**config.mk**
```make
export PLATFORM = sky130hd
export DESIGN_NAME = uart_dds_ctrl
export DESIGN_NICKNAME = d
export VERILOG_FILES = /design/src/rtl/uart_dds_ctrl.sv
export SDC_FILE = /design/constraint.sdc
export NUM_CORES = 1
export LEC_CHECK = 0
export CAP_MARGIN = 30
export CORE_MARGIN = 5
export CORE_UTILIZATION = 55
export DETAILED_ROUTE_END_ITERATION = 10
export PLACE_DENSITY = 0.89
export SYNTH_ARGS = -nofsm -noshare
export SYNTH_HDL_FRONTEND = slang
export SYNTH_SLANG_ARGS = --single-unit
```
**constraint.sdc**
```tcl
create_clock -name clk -period 5.75 [get_ports clk]
set_clock_uncertainty 0.2 [all_clocks]
set_input_delay 0.575 -clock clk [delete_from_list [all_inputs] [get_ports clk]]
set_output_delay 0.575 -clock clk [all_outputs]
set_load 0.01 [all_outputs]
```
**src/rtl/uart_dds_ctrl.sv**
```systemverilog
// rtl/uart_dds_ctrl.sv - 8N1 UART command receiver issuing DDS register writes
//
// Frames: HEADER, addr, data_hi, data_lo, chk (chk = addr ^ data_hi ^ data_lo).
// Ports:
//   clk        system clock, rising edge
//   reset      synchronous active-high reset
//   uart_rx    serial input, idle high, asynchronous to clk
//   wr         one-cycle write strobe per accepted frame
//   waddr      {8'h00, addr}; valid with wr, held afterwards
//   wdata      {data_hi, data_lo}; valid with wr, held afterwards
//   frame_ok   one-cycle pulse coincident with wr
//   frame_err  one-cycle pulse on checksum, framing or timeout error
//   err_count  saturating error counter
//   rx_busy    high while the bit receiver is inside a character
module uart_dds_ctrl #(
    parameter int          CLK_FREQ    = 50_000_000,
    parameter int          BAUD        = 115200,
    parameter logic [7:0]  HEADER      = 8'hA5,
    parameter int          TIMEOUT_CYC = 43400
) (
    input  logic        clk,
    input  logic        reset,
    input  logic        uart_rx,
    output logic        wr,
    output logic [15:0] waddr,
    output logic [15:0] wdata,
    output logic        frame_ok,
    output logic        frame_err,
    output logic [7:0]  err_count,
    output logic        rx_busy
);
    localparam int DIV = (CLK_FREQ + BAUD / 2) / BAUD;
    localparam int CW  = $clog2(DIV + 1);
    localparam int TW  = $clog2(TIMEOUT_CYC + 1);

    typedef enum logic [1:0] {R_IDLE, R_START, R_DATA, R_STOP} rx_state_t;
    typedef enum logic [2:0] {P_HDR, P_ADDR, P_DHI, P_DLO, P_CHK} p_state_t;

    // Bit receiver
    logic            rx_meta_q, rx_sync_q, rx_prev_q;
    rx_state_t       rx_state_q, rx_state_d;
    logic [CW-1:0]   cnt_q, cnt_d;
    logic [2:0]      bit_q, bit_d;
    logic [7:0]      shift_q, shift_d;
    logic            stop_done_q, stop_done_d;
    logic            stop_bit_q, stop_bit_d;
    logic            byte_valid_q, frm_err_q;

    always_comb begin
        rx_state_d  = rx_state_q;
        cnt_d       = cnt_q + CW'(1);
        bit_d       = bit_q;
        shift_d     = shift_q;
        stop_done_d = 1'b0;
        stop_bit_d  = stop_bit_q;
        case (rx_state_q)
            R_IDLE: begin
                cnt_d = '0;
                if (rx_prev_q && !rx_sync_q) rx_state_d = R_START;
            end
            R_START: begin
                // Mid-start-bit check rejects short glitches without an error.
                if (cnt_q == CW'(DIV / 2 - 1)) begin
                    cnt_d      = '0;
                    bit_d      = 3'd0;
                    rx_state_d = rx_sync_q ? R_IDLE : R_DATA;
                end
            end
            R_DATA: begin
                if (cnt_q == CW'(DIV - 1)) begin
                    cnt_d   = '0;
                    shift_d = {rx_sync_q, shift_q[7:1]};
                    bit_d   = bit_q + 3'd1;
                    if (bit_q == 3'd7) rx_state_d = R_STOP;
                end
            end
            R_STOP: begin
                if (cnt_q == CW'(DIV - 1)) begin
                    cnt_d       = '0;
                    stop_done_d = 1'b1;
                    stop_bit_d  = rx_sync_q;
                    rx_state_d  = R_IDLE;
                end
            end
            default: rx_state_d = R_IDLE;
        endcase
    end

    always_ff @(posedge clk) begin
        if (reset) begin
            rx_meta_q    <= 1'b1;
            rx_sync_q    <= 1'b1;
            rx_prev_q    <= 1'b1;
            rx_state_q   <= R_IDLE;
            cnt_q        <= '0;
            bit_q        <= 3'd0;
            shift_q      <= 8'h00;
            stop_done_q  <= 1'b0;
            stop_bit_q   <= 1'b1;
            byte_valid_q <= 1'b0;
            frm_err_q    <= 1'b0;
        end else begin
            rx_meta_q    <= uart_rx;
            rx_sync_q    <= rx_meta_q;
            rx_prev_q    <= rx_sync_q;
            rx_state_q   <= rx_state_d;
            cnt_q        <= cnt_d;
            bit_q        <= bit_d;
            shift_q      <= shift_d;
            stop_done_q  <= stop_done_d;
            stop_bit_q   <= stop_bit_d;
            // shift_q stays stable until the next character's data phase.
            byte_valid_q <= stop_done_q & stop_bit_q;
            frm_err_q    <= stop_done_q & ~stop_bit_q;
        end
    end

    // Frame parser
    p_state_t        p_q, p_d;
    logic [7:0]      addr_q, addr_d, dhi_q, dhi_d, dlo_q, dlo_d;
    logic [TW-1:0]   to_cnt_q, to_cnt_d;
    logic            wr_q, wr_d, frame_err_q, frame_err_d;
    logic [15:0]     waddr_q, waddr_d, wdata_q, wdata_d;
    logic [7:0]      err_cnt_q, err_cnt_d;
    logic            timeout_hit, chk_ok, err_evt;

    // to_cnt_q holds cycles elapsed since the last byte_valid.
    assign timeout_hit = (p_q != P_HDR) && !byte_valid_q &&
                         (to_cnt_q == TW'(TIMEOUT_CYC - 1));
    assign chk_ok      = (shift_q == (addr_q ^ dhi_q ^ dlo_q));

    always_comb begin
        p_d      = p_q;
        addr_d   = addr_q;
        dhi_d    = dhi_q;
        dlo_d    = dlo_q;
        wr_d     = 1'b0;
        waddr_d  = waddr_q;
        wdata_d  = wdata_q;
        err_evt  = 1'b0;
        if (byte_valid_q)      to_cnt_d = TW'(1);
        else if (p_q == P_HDR) to_cnt_d = '0;
        else                   to_cnt_d = to_cnt_q + TW'(1);

        // Framing error and timeout in the same cycle collapse to one event.
        if (frm_err_q || timeout_hit) begin
            err_evt = 1'b1;
            p_d     = P_HDR;
        end else if (byte_valid_q) begin
            case (p_q)
                P_HDR:  if (shift_q == HEADER) p_d = P_ADDR;
                P_ADDR: begin addr_d = shift_q; p_d = P_DHI; end
                P_DHI:  begin dhi_d  = shift_q; p_d = P_DLO; end
                P_DLO:  begin dlo_d  = shift_q; p_d = P_CHK; end
                P_CHK: begin
                    p_d = P_HDR;
                    if (chk_ok) begin
                        wr_d    = 1'b1;
                        waddr_d = {8'h00, addr_q};
                        wdata_d = {dhi_q, dlo_q};
                    end else begin
                        err_evt = 1'b1;
                    end
                end
                default: p_d = P_HDR;
            endcase
        end
        frame_err_d = err_evt;
        err_cnt_d   = (err_evt && err_cnt_q != 8'hFF) ? err_cnt_q + 8'd1 : err_cnt_q;
    end

    always_ff @(posedge clk) begin
        if (reset) begin
            p_q         <= P_HDR;
            addr_q      <= 8'h00;
            dhi_q       <= 8'h00;
            dlo_q       <= 8'h00;
            to_cnt_q    <= '0;
            wr_q        <= 1'b0;
            waddr_q     <= 16'h0000;
            wdata_q     <= 16'h0000;
            frame_err_q <= 1'b0;
            err_cnt_q   <= 8'h00;
        end else begin
            p_q         <= p_d;
            addr_q      <= addr_d;
            dhi_q       <= dhi_d;
            dlo_q       <= dlo_d;
            to_cnt_q    <= to_cnt_d;
            wr_q        <= wr_d;
            waddr_q     <= waddr_d;
            wdata_q     <= wdata_d;
            frame_err_q <= frame_err_d;
            err_cnt_q   <= err_cnt_d;
        end
    end

    assign wr        = wr_q;
    assign frame_ok  = wr_q;
    assign waddr     = waddr_q;
    assign wdata     = wdata_q;
    assign frame_err = frame_err_q;
    assign err_count = err_cnt_q;
    assign rx_busy   = (rx_state_q != R_IDLE);
endmodule

```
* Word-level counts from Yosys, hierarchy flattened
Cells that the tools add are included.
** Storage, ports and cells
- Register bits :: 106
- Input bits :: 3
- Output and inout port bits :: 44
- Word-level logic and storage cells :: 104
** Cells by class
- Add/sub/neg operators :: 4
- Equality and inequality tests :: 20
- Muxes and demuxes :: 23
- Bitwise logic cells :: 9
- Reductions and logical operators :: 26
** Operator list (count)
- $pmux W9 S3 :: 1
- $mux W9 :: 2
- $add A16 B1 Y16 const B :: 1
- $eq A16 B16 Y1 const B :: 1
- $xor A8 B8 Y8 :: 2
- $mux W2 :: 6
- $pmux W3 S4 :: 1
- $reduce_and A3 Y1 :: 4
- $ne A2 B2 Y1 const B :: 5
- $add A9 B1 Y9 const B :: 1
- $eq A9 B8 Y1 const B :: 1
- $eq A9 B9 Y1 const B :: 1
- $mux W3 :: 3
- $add A8 B1 Y8 const B :: 1
- $eq A8 B8 Y1 :: 1
- $eq A8 B8 Y1 const B :: 1
- $mux W1 :: 8
- $ne A8 B8 Y1 const B :: 1
- $pmux W2 S4 :: 1
- $eq A3 B2 Y1 const B :: 2
- $eq A3 B3 Y1 const B :: 2
- $pmux W3 S2 :: 1
- $reduce_and A2 Y1 :: 3
- $reduce_or A2 Y1 :: 3
- 18 further kinds :: 29

* Depth between registers and ports, before layout
Gate-level depths: netlist (run 1).
- Word-level depth :: 8
- Depth in mapped cells :: 8
- Depth with buffers taken out :: 8

* Worst setup path after synthesis (run 1)
OpenSTA, ideal clock, no wires.
- Path type :: flip-flop to flip-flop
- Start :: reg to_cnt_q[6]
- End :: reg err_cnt_q[0] (netlist: err_count[0])
- Setup time :: 0.121 ns
- Arrival :: 1.900 ns
- Required time :: 5.429 ns
- Setup slack :: 3.529 ns
- Cell stages (with the launch flop) :: 6
- Buffers on the path :: 0
- Clock period less this slack :: 2.221 ns
- Cell sequence :: dfxtp_1 > or4b_2 > nor4_1 > a21oi_1 > a21boi_1 > mux2_2
** On the way
- Cells in the longest elaborated chain, start to end :: 5
** RTL lines
- from (decl) :: line 121 : logic [TW-1:0] to_cnt_q, to_cnt_d;
- from (signal assigned) :: line 189 : to_cnt_q <= to_cnt_d;
- $eq A16 B16 Y1 :: line 129 : (to_cnt_q == TW'(TIMEOUT_CYC - 1));
- $logic_and A1 B1 Y1 :: line 128 : assign timeout_hit = (p_q != P_HDR) && !byte_valid_q &&
- $logic_or A1 B1 Y1 :: line 146 : if (frm_err_q || timeout_hit) begin
- $mux W1 :: line 146
- $logic_and A1 B1 Y1 :: line 169 : err_cnt_d = (err_evt && err_cnt_q != 8'hFF) ? err_cnt_q + 8'd1 : err_cnt_q;
- to (signal assigned) :: line 194 : err_cnt_q <= err_cnt_d;
- to (decl) :: line 124 : logic [7:0] err_cnt_q, err_cnt_d;
Every way passes these cells.
A chain may end at the register's enable or synchronous reset.

* Worst setup path after layout (run 1)
- Start :: reg cnt_q[0]
- End :: reg shift_q[3]
** On the way
- Cells in the longest elaborated chain, start to end :: 2
** RTL lines
- from (decl) :: line 42 : logic [CW-1:0] cnt_q, cnt_d;
- from (signal assigned) :: line 107 : cnt_q <= cnt_d;
- $eq A9 B9 Y1 :: line 70 : if (cnt_q == CW'(DIV - 1)) begin
- $reduce_and A2 Y1 (no line)
- to (signal assigned) :: line 109 : shift_q <= shift_d;
- to (decl) :: line 44 : logic [7:0] shift_q, shift_d;
Every way passes these cells.

==> flow_summary_export.csv, run 1 <==
group,metric,value,unit
setup_path,reg2reg_from,"cnt_q[0]",
final_layout,nFillCells,632,
placed_design,port_buffers,38,
final_layout,antennaDiodeCount,0,
setup_path,critPathCaptureType,"flop",
yosys,synth-async-reset-ratio,0,
hold_path,hold_path.startpoint,"rx_meta_q",
yosys,synth-seq-cells,106,
hold_path,hold_end,"rx_sync_q",
power_and_ir_drop,power_density,228,nW/um^2
placed_design,place_ws,3.15,ns
detailed_routing,drt_first_pass_iters,4,
final_layout,drive_gt1_frac,0.0605,
sta,max_freq,376,MHz
yosys,avgSynthCellArea,9.52,sq um
detailed_routing,drt_iter0_drc,182,
floorplan,start_util,0.561,
global_route,antenna_found_initial,0,
sta,relSlewSlack,0.472,
sta,worstMarginPinSlew,0.792,ns
cts,cts_tree,"built",
detailed_routing,ant_nets,0,
cts,post_cts_buffers,0,
detailed_routing,drc_errors,0,
detailed_routing,vias_per_cell,5.41,
cts,cts-buffers-inserted,9,
final_layout,fin_nets,518,
setup_path,r2r_slack,3.09,ns
sta,rsz0062_at_grt,"false",
cts,cts_sinks,106,
sta,period_minus_slack,2.66,ns
cts,root_buffer,"clkbuf_8",
placed_design,hpwl,5920,um
final_layout,seqCellArea,2120,sq um
global_route,grt_pass1_vias,3224,
hold_path,worstHoldPathCells,1,
hold_path,hold_path_class,"reg2reg",
yosys,synth_warnings,0,
placed_design,gp_congestion,0.841,
setup_path,crit_start,"cnt_q[0]",
cts,clkSlewWorstSetupHoldPaths,0.10,ns
setup_path,critPathArrivalTime,2.68,ns
global_route,grt_pass1_wl,14900,um
global_route,grt_usage,0.177,
power_and_ir_drop,irDropWorstVdd,0.147,mV
floorplan,die_w,101,um
power_and_ir_drop,leakage,0.00211,uW
cts,clock_latency,0.35,ns
cts,htree_levels,3,
cts,hold_buffers,0,
global_route,grt.overflow.total,0,
yosys,synth_edf_count,0,
floorplan,fp-row-count,33,
yosys,syn_area,4560,sq um
cts,cts_max_path_buffers,2,
final_layout,layout-area-overhead-vs-synth,11.7,%
power_and_ir_drop,finalPower,1160,uW
final_layout,finalNonFillerCells,617,
floorplan,ios,47,
yosys,postSynthCellCount,479,
setup_path,cp-start-kind,"flop",
detailed_routing,drt-wirelength-per-cell,14.0,um
sta,totalNegativeSetupSlack,0,ns
yosys,ys.flop_type,"dfxtp_1",
outcome,status,"completed",
floorplan,core,8130,sq um
setup_path,r2r-end,"shift_q[3]",
flow_run,maxCapViolations,0,
sta,maxSlewViolCount,0,
sta,setup_viol,0,
floorplan,die_area,10200,sq um
setup_path,rr_worst_depth,6,
sta,fin_ws,3.09,ns
yosys,seq_area_frac_synth,0.465,
detailed_routing,num_vias,3338,
setup_path,cp.required,5.77,ns
setup_path,crit_type,"reg2reg",
cts,cts_resized,0,
setup_path,critPathMaxFanout,12,
floorplan,die_h,101,um
detailed_routing,wl,8630,um
yosys,synth_cell_types,43,
final_layout,multi_input_area,2260,sq um
sta,hold_viol,0,
placed_design,post-place-cells,602,
global_route,grt_max_degree,81,
sta,fin_crit_sh,0.463,
==> through the flow <==
stage / utilization / instance area [sq um] / hold slack (ns)
after floorplan: - / 4590 / 0.189
final: 0.626 / 5090 / 0.233
after detailed placement: 0.605 / 4920 / 0.209
after global routing: 0.626 / 5090 / 0.256
after global placement: 0.605 / 4920 / 0.195
after CTS: 0.626 / 5090 / 0.240
==> state kept, by name, indices dropped and copies added, names as in the netlist, 3 cells and up, named ones only <==
| name | cells |
|---|---|
| dhi_q | 8 |
| wdata | 16 |
| waddr | 8 |
| err_count | 8 |
| to_cnt_q | 16 |
| addr_q | 8 |
| bit_q | 3 |
| shift_q | 8 |
| dlo_q | 8 |
| cnt_q | 9 |
| p_q | 3 |
==> placed cells by master, fill, tap and decap left out, types with 2 or more instances in the layout <==
master           synthesis  layout
a21oi_1                 15      15
and2_1                   2       2
and3_1                  12      12
buf_4                    9       2
clkbuf_8                 0       9
clkdlybuf4s50_1          0      37
clkinvlp_4               0       4
conb_1                   1       8
dfxtp_1                106     106
ha_1                     7       7
inv_1                    6       6
mux2_2                   5       5
mux2i_1                 58      58
nand2_1                 20      20
nand2b_1                 2       2
nand3_1                 16      16
nand3b_1                 2       2
nand4_1                  8       8
nand4b_1                 4       4
nor2_1                 103     103
nor2b_1                  7       7
nor3_1                   3       3
nor3b_1                  3       3
nor4_1                   4       4
nor4bb_1                 3       3
o221a_2                  2       2
or2_2                    4       4
xnor2_1                 27      27
xor2_1                  17      17
==> critical path: stages, from the launching register on <==
cell	delay, ns
dfxtp_1	0.46
ha_1	0.19
nand4b_1	0.09
nor4_1	0.52
and3b_1	0.66
mux2i_1	0.34
nor2_1	0.07
==> layer usage <==
metal  vias to the layer above  track usage  routed length [um]
met5                         -            0                   0
li1                       1658            -                   -
met1                      1586        0.229                3880
met2                        79        0.286                4200
met3                        15       0.0408                 394
met4                         0       0.0706                 162
==> final cells by class <==
class	instances	share of cell area
Clock inverter	5	0.00811
Sequential cell	106	0.417
Timing Repair Buffer	40	0.0767
Clock buffer	10	0.0251
Multi-Input combinational cell	345	0.443
Tap cell	105	0.0258
Inverter	6	0.00442
==> power by group <==
part           total, uW  leakage [uW]  internal (uW)  switching [uW]
Sequential           737      0.000854            735            1.87
Clock                404     0.0000725            158             246
Combinational       19.6       0.00118           4.87            14.7
==> worst max path at each step <==
stage                        end  slack [ns]  cells after the start
floorplan           err_count[0]        3.53                      5
global placement        wdata[6]        3.27                      7
detailed placement    shift_q[3]        3.15                      6
CTS                     bit_q[0]        3.12                      7
global route            bit_q[0]        2.86                      7
finish                shift_q[3]        3.09                      6
==> cell usage after synthesis (all sizes together) (2+ instances only) <==
| cell | number | share of area |
|---|---|---|
| nand3b | 2 | 0.0033 |
| mux2i | 58 | 0.13 |
| xor2 | 17 | 0.033 |
| xnor2 | 28 | 0.055 |
| nor4 | 4 | 0.0055 |
| nor4bb | 3 | 0.0066 |
| nand4b | 4 | 0.0077 |
| ha | 7 | 0.019 |
| nand2 | 20 | 0.016 |
| and3 | 12 | 0.016 |
| and2 | 2 | 0.0027 |
| nand3 | 16 | 0.018 |
| or2 | 4 | 0.0055 |
| a21oi | 15 | 0.016 |
| nor2b | 7 | 0.0096 |
| nor3b | 3 | 0.0049 |
| o221a | 2 | 0.0049 |
| dfxtp | 106 | 0.47 |
| mux2 | 5 | 0.012 |
| nand4 | 8 | 0.011 |
| nor2 | 103 | 0.085 |
| a21boi | 2 | 0.0033 |
| inv | 6 | 0.0049 |
| clkbuf | 16 | 0.013 |
| nand2b | 2 | 0.0027 |
| nor3 | 3 | 0.0033 |
| buf | 13 | 0.027 |
==> logic make-up after synthesis <==
kind of cell / synth area share
mux: 0.140
flops: 0.465
simple gates: 0.207
buf+inv: 0.0453
fa+ha+maj: 0.0192
xor+xnor: 0.0881
other cells: 0.000822
compound gates: 0.0349
Note: power is estimated with default switching activity, not from simulation.
==> run 2: changes to the inputs <==
==> constraint.sdc (replaced) <==
create_clock -name clk -period 2.5 [get_ports clk]
set_clock_uncertainty 0.2 [all_clocks]
set_input_delay 0.25 -clock clk [delete_from_list [all_inputs] [get_ports clk]]
set_output_delay 0.25 -clock clk [all_outputs]
set_load 0.01 [all_outputs]
==> run 2 against run 1 <==
  * Critical path depth up 1
  * Sequential cell count did not move
  * Via count is 1.2% higher
==> flow_summary_export.csv, run 2 (synthesis results as in run 1) <==
group,metric,value,unit
cts,post_cts_buffers,0,
setup_path,rr_worst_depth,7,
detailed_routing,route.met3.wl,389,um
cts,root_buffer,"clkbuf_8",
floorplan,die_h,101,um
sta,totalNegativeSetupSlack,0,ns
global_route,grt_pass1_wl,15100,um
final_layout,final_util,0.641,
detailed_routing,num_vias,3377,
floorplan,core,8130,sq um
sta,relSlewSlack,0.601,
setup_path,endpoint,"wdata[8]",
global_route,grt.overflow.total,0,
outcome,status,"completed",
detailed_routing,wl_met2,4530,um
detailed_routing,drc_errors,0,
sta,setup_viol,0,
detailed_routing,met1_length,3920,um
sta,rsz0062_at_grt,"false",
cts,cts_sinks,106,
cts,cts_tree,"built",
detailed_routing,wl,9010,um
setup_path,crit_type,"reg2reg",
power_and_ir_drop,power_density,544,nW/um^2
setup_path,r2r_slack,0.13,ns
final_layout,layout-area-overhead-vs-synth,14.4,%
final_layout,drive_gt1_frac,0.0860,
detailed_routing,ant_nets,0,
detailed_routing,vias_per_cell,5.38,
sta,worstMarginPinSlew,0.596,ns
floorplan,fp-row-count,33,
setup_path,cp.required,2.57,ns
setup_path,critPathMaxFanout,18,
final_layout,multi_input_area,2260,sq um
setup_path,r2r-end,"wdata[8]",
detailed_routing,dr.max_layer_used,"met4",
sta,fin_hold_ws,0.112,ns
sta,max_freq,422,MHz
power_and_ir_drop,irDropWorstVdd,0.341,mV
power_and_ir_drop,finalPower,2840,uW
power_and_ir_drop,leakage,0.00220,uW
placed_design,port_buffers,38,
hold_path,hold_path_class,"in2reg",
detailed_routing,drt-wirelength-per-cell,14.3,um
cts,htree_levels,3,
placed_design,gp_congestion,0.845,
sta,hold_viol,0,
cts,clkSlewWorstSetupHoldPaths,0.10,ns
final_layout,antennaDiodeCount,0,
placed_design,hpwl,6250,um
setup_path,cp-start-kind,"flop",
final_layout,mostFrequentLayoutCells,"106 x dfxtp_1, 103 x nor2_1, 58 x mux2i_1, 37 x clkdlybuf4s50_1, 27 x xnor2_1",
cts,clock_latency,0.37,ns
floorplan,die_w,101,um
sta,period_minus_slack,2.37,ns
final_layout,nFillCells,641,
global_route,grt_pass1_vias,3354,
sta,maxSlewViolCount,0,
detailed_routing,drt_iter0_drc,111,
setup_path,critPathArrivalTime,2.44,ns
floorplan,ios,47,
cts,cts_max_path_buffers,2,
setup_path,reg2reg_from,"shift_q[7]",
floorplan,die_area,10200,sq um
global_route,antenna_found_initial,0,
flow_run,maxCapViolations,0,
setup_path,crit_start,"shift_q[7]",
detailed_routing,drt_first_pass_iters,4,
global_route,grt_max_degree,31,
floorplan,start_util,0.561,
final_layout,seqCellArea,2120,sq um
global_route,grt_usage,0.182,
sta,fin_crit_sh,0.949,
cts,cts-buffers-inserted,9,
final_layout,fin_nets,528,
setup_path,critPathCaptureType,"flop",
final_layout,final_common_cell,"dfxtp_1",
-- run 2: timing repair --
| action | in CTS | in global routing |
|---|---|---|
| resized for setup | 0 | 2 |
| hold buffers | 0 | 0 |
| setup endpoints to repair | 0 | 1 |
-- run 2: metal layers --
metal	vias to the layer above	track usage
li1	1671	-
met1	1618	0.227
met2	74	0.302
met3	14	0.0429
met4	0	0.0726
met5	-	0
-- run 2: power by group --
part           internal, uW  total, uW  switching [uW]
clock                   481       1090             614
combinational          12.2       45.9            33.8
sequential             1690       1690            4.13
-- run 2: layout make-up --
cell class / instances / area share
multi-input combinational: 345 / 0.434
tap: 105 / 0.0252
clock buffer: 9 / 0.0237
clock inverter: 7 / 0.0166
inverter: 6 / 0.00432
timing repair buffer: 50 / 0.0892
sequential: 106 / 0.407
-- run 2: critical path: stages (launching register included) --
cell and delay (ns):
dfxtp_1 0.48, xnor2_1 0.13, xnor2_1 0.20, nand4_1 0.19
or4_1 0.53, buf_4 0.26, mux2i_1 0.23, nor2_1 0.05
-- run 2: worst min path at each step --
stage,startpoint,end,slack [ns],depth (start not counted)
global placement,rx_meta_q,rx_sync_q,0.20,1
finish,reset,waddr[7],0.11,2
global route,reset,wdata[15],0.15,2
CTS,reset,waddr[7],0.11,2
detailed placement,rx_meta_q,rx_sync_q,0.20,1
floorplan,uart_rx,rx_meta_q,0.15,1
-- run 2: stage by stage --
| stage | cell area [sq um] | std cells | setup slack [ns] |
|---|---|---|---|
| 4_1_cts | 5210 | 628 | 0.0696 |
| 5_1_grt | 5220 | 628 | 0.00591 |
| 3_3_place_gp | 5000 | 612 | 0.144 |
| 6_report | 5220 | 628 | 0.128 |
| 2_1_floorplan | 4590 | 486 | 0.279 |
| 3_5_place_dp | 5000 | 612 | 0.0743 |
==> run 3: changes to the inputs <==
--- a/config.mk
+++ b/config.mk
@@ -5,8 +5,9 @@
 export SDC_FILE = /design/constraint.sdc
 export NUM_CORES = 1
 export LEC_CHECK = 0
+export ABC_CLOCK_PERIOD_IN_PS = 2500
 export CAP_MARGIN = 30
-export CORE_MARGIN = 5
+export CORE_ASPECT_RATIO = 1.75
 export CORE_UTILIZATION = 55
 export DETAILED_ROUTE_END_ITERATION = 10
 export PLACE_DENSITY = 0.89
==> run 3 against run 2 <==
  * Critical path depth decreased by 2
  * Combinational power grew 4%
  * Critical path type unchanged
  * Non-clock buffer count rose by 2
  * Sequential cell count did not move
  * The run now ends with design-rule violations left
==> flow_summary_export.csv, run 3 (synthesis results as in run 1) <==
group,metric,value,unit
outcome,status,"finished with violations",
outcome,violations,"design-rule violations",
power_and_ir_drop,leakage,0.00224,uW
floorplan,die_area,8670,sq um
detailed_routing,vias_per_cell,5.54,
setup_path,slowest_delay,0.69,ns
final_layout,fin_nets,530,
sta,hold_viol,0,
global_route,grt_pass1_wl,15500,um
setup_path,crit_type,"reg2reg",
setup_path,cp-start-kind,"flop",
detailed_routing,ant_nets,0,
detailed_routing,drt-wirelength-per-cell,15.4,um
detailed_routing,num_vias,3410,
sta,rsz0062_at_grt,"false",
floorplan,die_w,70.8,um
placed_design,post-place-cells,599,
final_layout,layout-area-overhead-vs-synth,16.1,%
sta,period_minus_slack,2.39,ns
final_layout,design_area,5300,sq um
detailed_routing,drt_first_pass_iters,9,
cts,cts-buffers-inserted,9,
cts,cts_max_path_buffers,2,
setup_path,critPathMaxFanout,8,
hold_path,hold_path_class,"in2reg",
detailed_routing,drt_iter0_drc,148,
cts,root_buffer,"clkbuf_16",
cts,cts_sinks,106,
sta,totalNegativeSetupSlack,0,ns
placed_design,placedInstanceArea,5020,sq um
final_layout,seqCellArea,2120,sq um
sta,fin_crit_sh,0.958,
final_layout,antennaDiodeCount,0,
final_layout,mostFrequentLayoutCells,"106 x dfxtp_1, 103 x nor2_1, 58 x mux2i_1, 37 x clkdlybuf4s50_1, 27 x xnor2_1",
power_and_ir_drop,finalPower,3020,uW
sta,setup_viol,0,
setup_path,path_cells,"or4b_2 -> nor4_2 -> a21oi_2 -> a21boi_1 -> mux2_2",
floorplan,ios,47,
global_route,antenna_found_initial,0,
sta,relSlewSlack,0.582,
power_and_ir_drop,power_density,570,nW/um^2
cts,hold_buffers,0,
sta,max_freq,418,MHz
floorplan,fp-row-count,43,
setup_path,critPathArrivalTime,2.42,ns
cts,cts_tree,"built",
flow_run,maxCapViolations,0,
floorplan,die_h,122,um
detailed_routing,wl,9470,um
final_layout,finalNonFillerCells,615,
global_route,grt_max_degree,80,
placed_design,port_buffers,38,
final_layout,final_util,0.665,
floorplan,core,7960,sq um
global_route,grt_pass1_vias,3400,
setup_path,critPathSlowestCell,"or4b_2",
floorplan,start_util,0.573,
final_layout,drive_gt1_frac,0.0838,
final_layout,final_common_cell,"dfxtp_1",
setup_path,critPathCaptureType,"flop",
final_layout,nFillCells,604,
global_route,grt_usage,0.231,
placed_design,hpwl,6410,um
placed_design,gp_congestion,0.765,
cts,clkSlewWorstSetupHoldPaths,0.07,ns
final_layout,multi_input_area,2270,sq um
power_and_ir_drop,irDropWorstVdd,0.417,mV
global_route,grt.overflow.total,0,
detailed_routing,drc_errors,2,
cts,htree_levels,3,
setup_path,cp.required,2.53,ns
sta,maxSlewViolCount,0,
cts,clock_latency,0.34,ns
sta,worstMarginPinSlew,0.626,ns
==> run 3: changes by cell type in the layout (fill, tap and decap cells not counted), sizes merged <==
cell | before | now
clkinvlp | 0 | 2
inv | 8 | 6
buf | 13 | 15
clkinv | 4 | 2
bufinv | 1 | 0
clkbuf | 9 | 12
==> run 3: per-stage QoR <==
step | hold slack [ns] | setup slack (ns)
floorplan | 0.154 | 0.279
global placement | 0.201 | 0.177
finish | 0.113 | 0.106
CTS | 0.107 | 0.00342
detailed placement | 0.200 | 0.101
global route | 0.138 | 0.0385
==> run 3: power by group <==
part           internal, uW  switching (uW)
sequential             1690            4.53
combinational          13.6            34.1
clock                   677             598
total                  2380             637
==> run 3: final timing paths <==
path / from / end / slack, ns / cells after the start
max reg2reg: to_cnt_q[6] / err_count[0] / 0.11 / 5
min: reset / stop_bit_q / 0.11 / 3
max: to_cnt_q[6] / err_count[0] / 0.11 / 5
min reg2reg: rx_meta_q / rx_sync_q / 0.22 / 1
==> run 3: per-layer routing <==
metal | share of wire | track usage | wire length [um]
met5 | 0 | 0 | 0
met4 | 0.028 | 0.138 | 264
met3 | 0.026 | 0.0378 | 248
met2 | 0.55 | 0.429 | 5170
met1 | 0.40 | 0.239 | 3790
==> run 3: what timing repair did <==
action | CTS | global route
setup endpoints to repair | 2 | 4
buffers inserted | 0 | 0
resized for setup | 1 | 1
pin swaps | 0 | 0
==> run 3: area by class of cell <==
type	count	area share
multi-input combinational	345	0.428
sequential	106	0.401
timing repair buffer	52	0.0955
clock buffer	12	0.0447
tap	90	0.0213
clock inverter	4	0.00543
inverter	6	0.00425
==> run 3: critical path: cells and delay by family (launching register included) <==
kind / cells / cell delay, ns
AND/OR/NAND/NOR: 2 / 0.93
AO/OA/AOI/OAI: 2 / 0.44
multiplexers: 1 / 0.36
flip-flops: 1 / 0.35
